[src/rtl/mem_req_adapter.sv]
// LSU valid/ready to req/gnt/rvalid memory port adapter with in-order tag FIFO.
// Optional watchdog enabled by defining MEM_REQ_ADAPTER_TIMEOUT_EN.
module mem_req_adapter #(
  parameter int ADDR_W          = 64,
  parameter int TAG_W           = 4,
  parameter int MAX_OUTSTANDING = 4,
  parameter int TIMEOUT_CYCLES  = 256,
  localparam int CW = $clog2(MAX_OUTSTANDING + 1)
) (
  input  logic              clk_i,
  input  logic              rst_ni,
  input  logic              req_valid_i,
  output logic              req_ready_o,
  input  logic [ADDR_W-1:0] req_addr_i,
  input  logic              req_we_i,
  input  logic [3:0]        req_be_i,
  input  logic [31:0]       req_wdata_i,
  input  logic [TAG_W-1:0]  req_tag_i,
  output logic [ADDR_W-1:0] address_o,
  output logic [31:0]       data_wdata_o,
  output logic              data_req_o,
  output logic              data_we_o,
  output logic [3:0]        data_be_o,
  input  logic              data_gnt_i,
  input  logic              data_rvalid_i,
  input  logic [31:0]       data_rdata_i,
  output logic              resp_valid_o,
  output logic [31:0]       resp_rdata_o,
  output logic              resp_we_o,
  output logic [TAG_W-1:0]  resp_tag_o,
  output logic [CW-1:0]     outstanding_o,
  output logic              spurious_o
`ifdef MEM_REQ_ADAPTER_TIMEOUT_EN
  ,
  output logic              timeout_o
`endif
);

  localparam int PW = (MAX_OUTSTANDING > 1) ? $clog2(MAX_OUTSTANDING) : 1;

  typedef enum logic {IDLE, PEND} state_e;

  typedef struct packed {
    logic [TAG_W-1:0] tag;
    logic             we;
  } ent_t;

  state_e            state_q, state_d;
  logic [ADDR_W-1:0] addr_q, addr_d;
  logic              we_q, we_d;
  logic [3:0]        be_q, be_d;
  logic [31:0]       wdata_q, wdata_d;
  logic [TAG_W-1:0]  tag_q, tag_d;
  logic [CW-1:0]     cnt_q, cnt_d;
  logic [PW-1:0]     wptr_q, wptr_d;
  logic [PW-1:0]     rptr_q, rptr_d;
  ent_t              fifo_q [MAX_OUTSTANDING];
  logic              fire, pop, blk;

`ifdef MEM_REQ_ADAPTER_TIMEOUT_EN
  localparam int TW = $clog2(TIMEOUT_CYCLES + 1);
  logic [TW-1:0] tmr_q, tmr_d;
  logic          to_q, to_d;

  always_comb begin
    tmr_d = tmr_q;
    if (pop || cnt_q == '0)
      tmr_d = '0;
    else if (tmr_q != TW'(TIMEOUT_CYCLES))
      tmr_d = tmr_q + TW'(1);
    to_d = to_q | (tmr_d == TW'(TIMEOUT_CYCLES));
  end

  always_ff @(posedge clk_i) begin
    if (!rst_ni) begin
      tmr_q <= '0;
      to_q  <= 1'b0;
    end else begin
      tmr_q <= tmr_d;
      to_q  <= to_d;
    end
  end

  assign blk       = to_q;
  assign timeout_o = to_q;
`else
  assign blk = 1'b0;
`endif

  always_comb begin
    state_d = state_q;
    addr_d  = addr_q;
    we_d    = we_q;
    be_d    = be_q;
    wdata_d = wdata_q;
    tag_d   = tag_q;
    wptr_d  = wptr_q;
    rptr_d  = rptr_q;
    data_req_o = (state_q == PEND) && !blk
               && (cnt_q < CW'(MAX_OUTSTANDING));
    fire        = data_req_o && data_gnt_i;
    req_ready_o = (state_q == IDLE) || fire;
    pop         = data_rvalid_i && (cnt_q != '0);
    if (req_valid_i && req_ready_o) begin
      state_d = PEND;
      addr_d  = req_addr_i;
      we_d    = req_we_i;
      be_d    = req_be_i;
      wdata_d = req_wdata_i;
      tag_d   = req_tag_i;
    end else if (fire) begin
      state_d = IDLE;
    end
    // Pointers wrap explicitly so MAX_OUTSTANDING=1 also works.
    if (fire)
      wptr_d = (wptr_q == PW'(MAX_OUTSTANDING - 1)) ? '0 : wptr_q + PW'(1);
    if (pop)
      rptr_d = (rptr_q == PW'(MAX_OUTSTANDING - 1)) ? '0 : rptr_q + PW'(1);
    cnt_d = cnt_q + CW'(fire) - CW'(pop);
  end

  always_ff @(posedge clk_i) begin
    if (!rst_ni) begin
      state_q <= IDLE;
      addr_q  <= '0;
      we_q    <= 1'b0;
      be_q    <= '0;
      wdata_q <= '0;
      tag_q   <= '0;
      cnt_q   <= '0;
      wptr_q  <= '0;
      rptr_q  <= '0;
    end else begin
      state_q <= state_d;
      addr_q  <= addr_d;
      we_q    <= we_d;
      be_q    <= be_d;
      wdata_q <= wdata_d;
      tag_q   <= tag_d;
      cnt_q   <= cnt_d;
      wptr_q  <= wptr_d;
      rptr_q  <= rptr_d;
    end
  end

  always_ff @(posedge clk_i) begin
    if (fire) fifo_q[wptr_q] <= '{tag: tag_q, we: we_q};
  end

  assign address_o     = addr_q;
  assign data_wdata_o  = wdata_q;
  assign data_we_o     = we_q;
  assign data_be_o     = be_q;
  assign resp_valid_o  = pop;
  assign resp_rdata_o  = data_rdata_i;
  assign resp_tag_o    = fifo_q[rptr_q].tag;
  assign resp_we_o     = fifo_q[rptr_q].we;
  assign outstanding_o = cnt_q;
  assign spurious_o    = data_rvalid_i && (cnt_q == '0);

endmodule

[config.mk]
export PLATFORM = sky130hd
export DESIGN_NAME = mem_req_adapter
export DESIGN_NICKNAME = d
export VERILOG_FILES = /design/src/rtl/mem_req_adapter.sv
export SDC_FILE = /design/constraint.sdc
export NUM_CORES = 1
export LEC_CHECK = 0
export BUFFER_PORTS_ARGS = -buffer_cell sky130_fd_sc_hd__clkbuf_2
export CORE_AREA = 2 2 116 118
export DETAILED_ROUTE_END_ITERATION = 16
export DIE_AREA = 0 0 118 120
export PLACE_DENSITY_LB_ADDON = 0.12
export SLEW_MARGIN = 20
export SYNTH_ARGS = -nofsm -noshare
export SYNTH_HDL_FRONTEND = slang
export SYNTH_SLANG_ARGS = --single-unit
[constraint.sdc]
create_clock -name clk_i -period 5.55 [get_ports clk_i]
set_input_delay 0.2775 -clock clk_i [delete_from_list [all_inputs] [get_ports clk_i]]
set_output_delay 0.2775 -clock clk_i [all_outputs]
set_load 0.02 [all_outputs]
==> parameters.txt <==
Parameter                              Value

Status
  Run status ... finished clean

Layout
  Fraction of layout instances using a drive strength above 1 ... between 30% and 40%
  Area of all placed cells without fillers ... 7180 um^2
  Multi-input gate area in the final layout ... roughly 2300 um^2
  Area of all sequential standard cells ... 2900 um^2
  Number of filler instances in the final layout ... between 1k and 1.5k
  Layout-stage area growth over the synthesis result ... 27.0%
  Non-filler cells in the finished layout ... 935
  Final cell utilization of the core ... a little under three fifths
  Total Nets Final ... 895
  Diodes inserted ... 0

Detailed routing
  Total wirelength of the detailed-routed design ... ~13,000 um
  DRT antenna net count ... 0
  Violation count after the first detailed-routing iteration ... between 200 and 250
  Via-to-Cell Ratio ... between 4 and 5
  DRC ... 0
  Pre-Repair DR Iteration Count ... 4
  Average wire per standard cell ... ~14 um
  Vias after detailed routing ... 4,284

Setup path
  CP endpoint kind ... register
  List of cells traversed by the critical path ... o31ai_1 -> inv_1 -> nand2_1 -> nand2_1 -> ha_1 -> fa_1 -> xnor2_1 -> xnor2_1 -> and2_1
  Startpoint kind of the worst setup timing path ... register
  Peak fanout along the critical path ... 7
  Worst-path cell with the longest stage delay ... sky130_fd_sc_hd__o31ai_1
  Largest delay contributor family on the critical path ... adder cells
  Data required time at the worst endpoint ... around 5900 ps
  Buf/Inv on CP ... 1
  Critical Path Max Stage Delay ... 520 ps
  Data arrival time of the critical path ... 2710 ps
  Class of the most critical setup path ... register to register

Clocking
  Register clock-pin slew on the reported worst setup and hold paths ... roughly 60 ps
  Cts-stage hold buffer count ... 0
  Deepest level of the CTS H-tree ... 4
  CTS tree ... built
  Later-pin clock latency in the skew report ... 410 ps
  Clock root cell ... sky130_fd_sc_hd__clkbuf_16
  Num CTS Buffers ... 17
  Maximum buffer depth of the clock tree ... 2
  Sinks on Clock Net ... 135
  Number of instances resized during post-cts repair ... 0
  Post-CTS setup buffer count ... 0

Timing
  Final Max Tran Viols ... 0
  FMAX ... 415 MHz
  Max Clock Skew ... 6.27 ps
  Final sum of negative setup slack ... 0 ps
  Slew at the pin with the worst max-slew slack ... ~980 ps
  Period utilisation layout ... between 40% and 50%
  Unrepaired setup endpoints after global routing ... false
  Worst hold margin ... about 89 ps
  Setup-failing EPs final ... 0
  Worst rel slew slack ... 34.9%
  Count of endpoints failing hold in the final timing report ... 0
  Final min period ... ~2400 ps

Logic synthesis
  Xor and xnor area share after synthesis ... 0.310%
  Synthesis-stage register bit count ... 135
  Synth top area share ... 40.7%
  Simple logic cell fraction of the synthesized area ... 16.7%
  Synth area leader ... sky130_fd_sc_hd__dfxtp_1
  Share of cell area taken by muxes after synthesis ... about 21%
  Prevailing post-synth register cell ... sky130_fd_sc_hd__dfxtp_1
  Dominant combinational cell family by area after synthesis ... multiplexers
  Unique masters post-synth ... 25
  YS warnings ... 0
  Gate count after technology mapping ... 571
  Syn_nets ... 720
  Adder-cell share of the synthesized area ... roughly 1.7%
  Fraction of registers with async set/reset ... 0%
  Area fraction in compound gates after synthesis ... 0.797%
  Mapped Area ... ~5700 um^2
  Post-synth EDFFs ... 20
  Ranking of synthesized cells by instance count ... 220 x sky130_fd_sc_hd__nand2_1, 115 x sky130_fd_sc_hd__dfxtp_1, 105 x sky130_fd_sc_hd__mux2i_1
  Synth area leaders ... sky130_fd_sc_hd__dfxtp_1 41%, sky130_fd_sc_hd__mux2i_1 19%, sky130_fd_sc_hd__nand2_1 15%
  Most numerous cell in the Yosys netlist ... sky130_fd_sc_hd__nand2_1
  Average instance area after synthesis ... slightly below 10 um^2
  Proportion of synthesized chip area in sequential cells ... roughly 50%

Pwr
  IR Drop Worst-Case VDD ... between 0.15 and 0.2 mV
  Static leakage ... approximately 3.4 nW
  Power per unit of standard cell area ... about 390 nW/um^2

Flow run
  Max-cap viol count ... 0

Global route
  Vias in the first global route ... ~4.2k
  Remaining global-route overflow ... 0
  Number of antenna violations at the first check in global routing ... 0
  Wire length of the first global-routing pass ... 20,800 um
  Maximum number of pins on one net before global-route repair ... approximately 140
  Global-route usage over all layers ... 18.5%

Min path
  Tightest Hold Check Type ... primary input to register

Floorplanning
  I/O pin cnt ... approximately 290
  Starting density of the core ... between 40% and 50%
  Floorplan core area ... about 13,000 um^2
  Die Ht ... ~120 um
  DIE WIDTH ... about 120 um
  Site row count ... 42
  Die outline area ... between 10,000 and 15,000 um^2

Placed design
  Placer's final routability congestion estimate ... 0.771
  Total half-perimeter wirelength after legalization and detailed placement ... about 9300 um
  Count of placed standard cells including taps ... between 900 and 1k
  Post-DP Area ... roughly 6600 um^2
  Input/output buffers ... approximately 220
worst paths after layout:
check                   start          endpoint  slack [ps]  cells after the start
max          outstanding_o[2]  outstanding_o[2]        3140                      9
min            req_addr_i[46]     address_o[46]          90                      3
max reg2reg  outstanding_o[2]  outstanding_o[2]        3140                      9
min reg2reg     address_o[46]     address_o[46]         450                      2
cell usage in the layout, fill, tap and decap left out, drive strengths merged:
cell type	count
clkinv	4
mux2i	105
o21ai	2
ha	6
clkinvlp	4
xnor2	2
nand2	220
bufinv	3
nor4b	1
a21boi	3
buf	4
edfxtp	20
a21oi	1
or3	1
nor2	1
and2	7
mux4	5
and3b	1
nand3b	1
o31ai	1
clkbuf	241
nand3	3
dfxtp	115
inv	5
nor2b	2
fa	1
state kept, by name (all words and copies together), names as in the netlist, named ones only:
signal	flops
state_q	1
rptr_q	2
tag_q	4
wptr_q	2
fifo_q	20
data_wdata_o	32
data_be_o	4
outstanding_o	3
data_we_o	1
address_o	64
per-stage QoR:
| step | power [W] | setup WS, ps |
|---|---|---|
| after floorplan | 0.00150 | 3170 |
| after global placement | 0.00161 | 3310 |
| after detailed placement | 0.00163 | 3190 |
| after CTS | 0.00280 | 3130 |
| after global routing | 0.00290 | 2940 |
| final | 0.00277 | 3140 |
power by group:
part | internal (W) | switching (W) | total, W | leakage (nW)
clock | 0.000753 | 0.000413 | 0.00117 | 0.299
sequential | 0.00107 | 0.0000582 | 0.00113 | 1.13
combinational | 0.000197 | 0.000274 | 0.000471 | 2.02
cell families after synthesis:
family	count (synthesis)
compound gates	7
xor+xnor	2
fa+ha+maj	7
buf+inv	73
flops	135
mux	110
simple gates	237
routing by layer:
metal	GRT usage (%)	wire length (um)	vias up
li1	-	-	2174
met1	20.4	5190	1942
met2	31.6	6610	148
met3	7.70	949	20
met4	7.38	237	0
met5	0	0	-
layout make-up:
type | count | share of cell area (%)
clock buffer | 20 | 6.66
clock inverter | 12 | 2.04
inverter | 4 | 0.209
multi-input combinational | 363 | 31.7
sequential | 135 | 40.4
tap | 176 | 3.07
timing repair buffer | 225 | 15.9
worst min-delay path, cell delays in order:
cell and delay (ps):
sky130_fd_sc_hd__clkbuf_2 80, sky130_fd_sc_hd__nand2_1 50, sky130_fd_sc_hd__mux2i_1 50
Power figures use the tool's default switching activity.
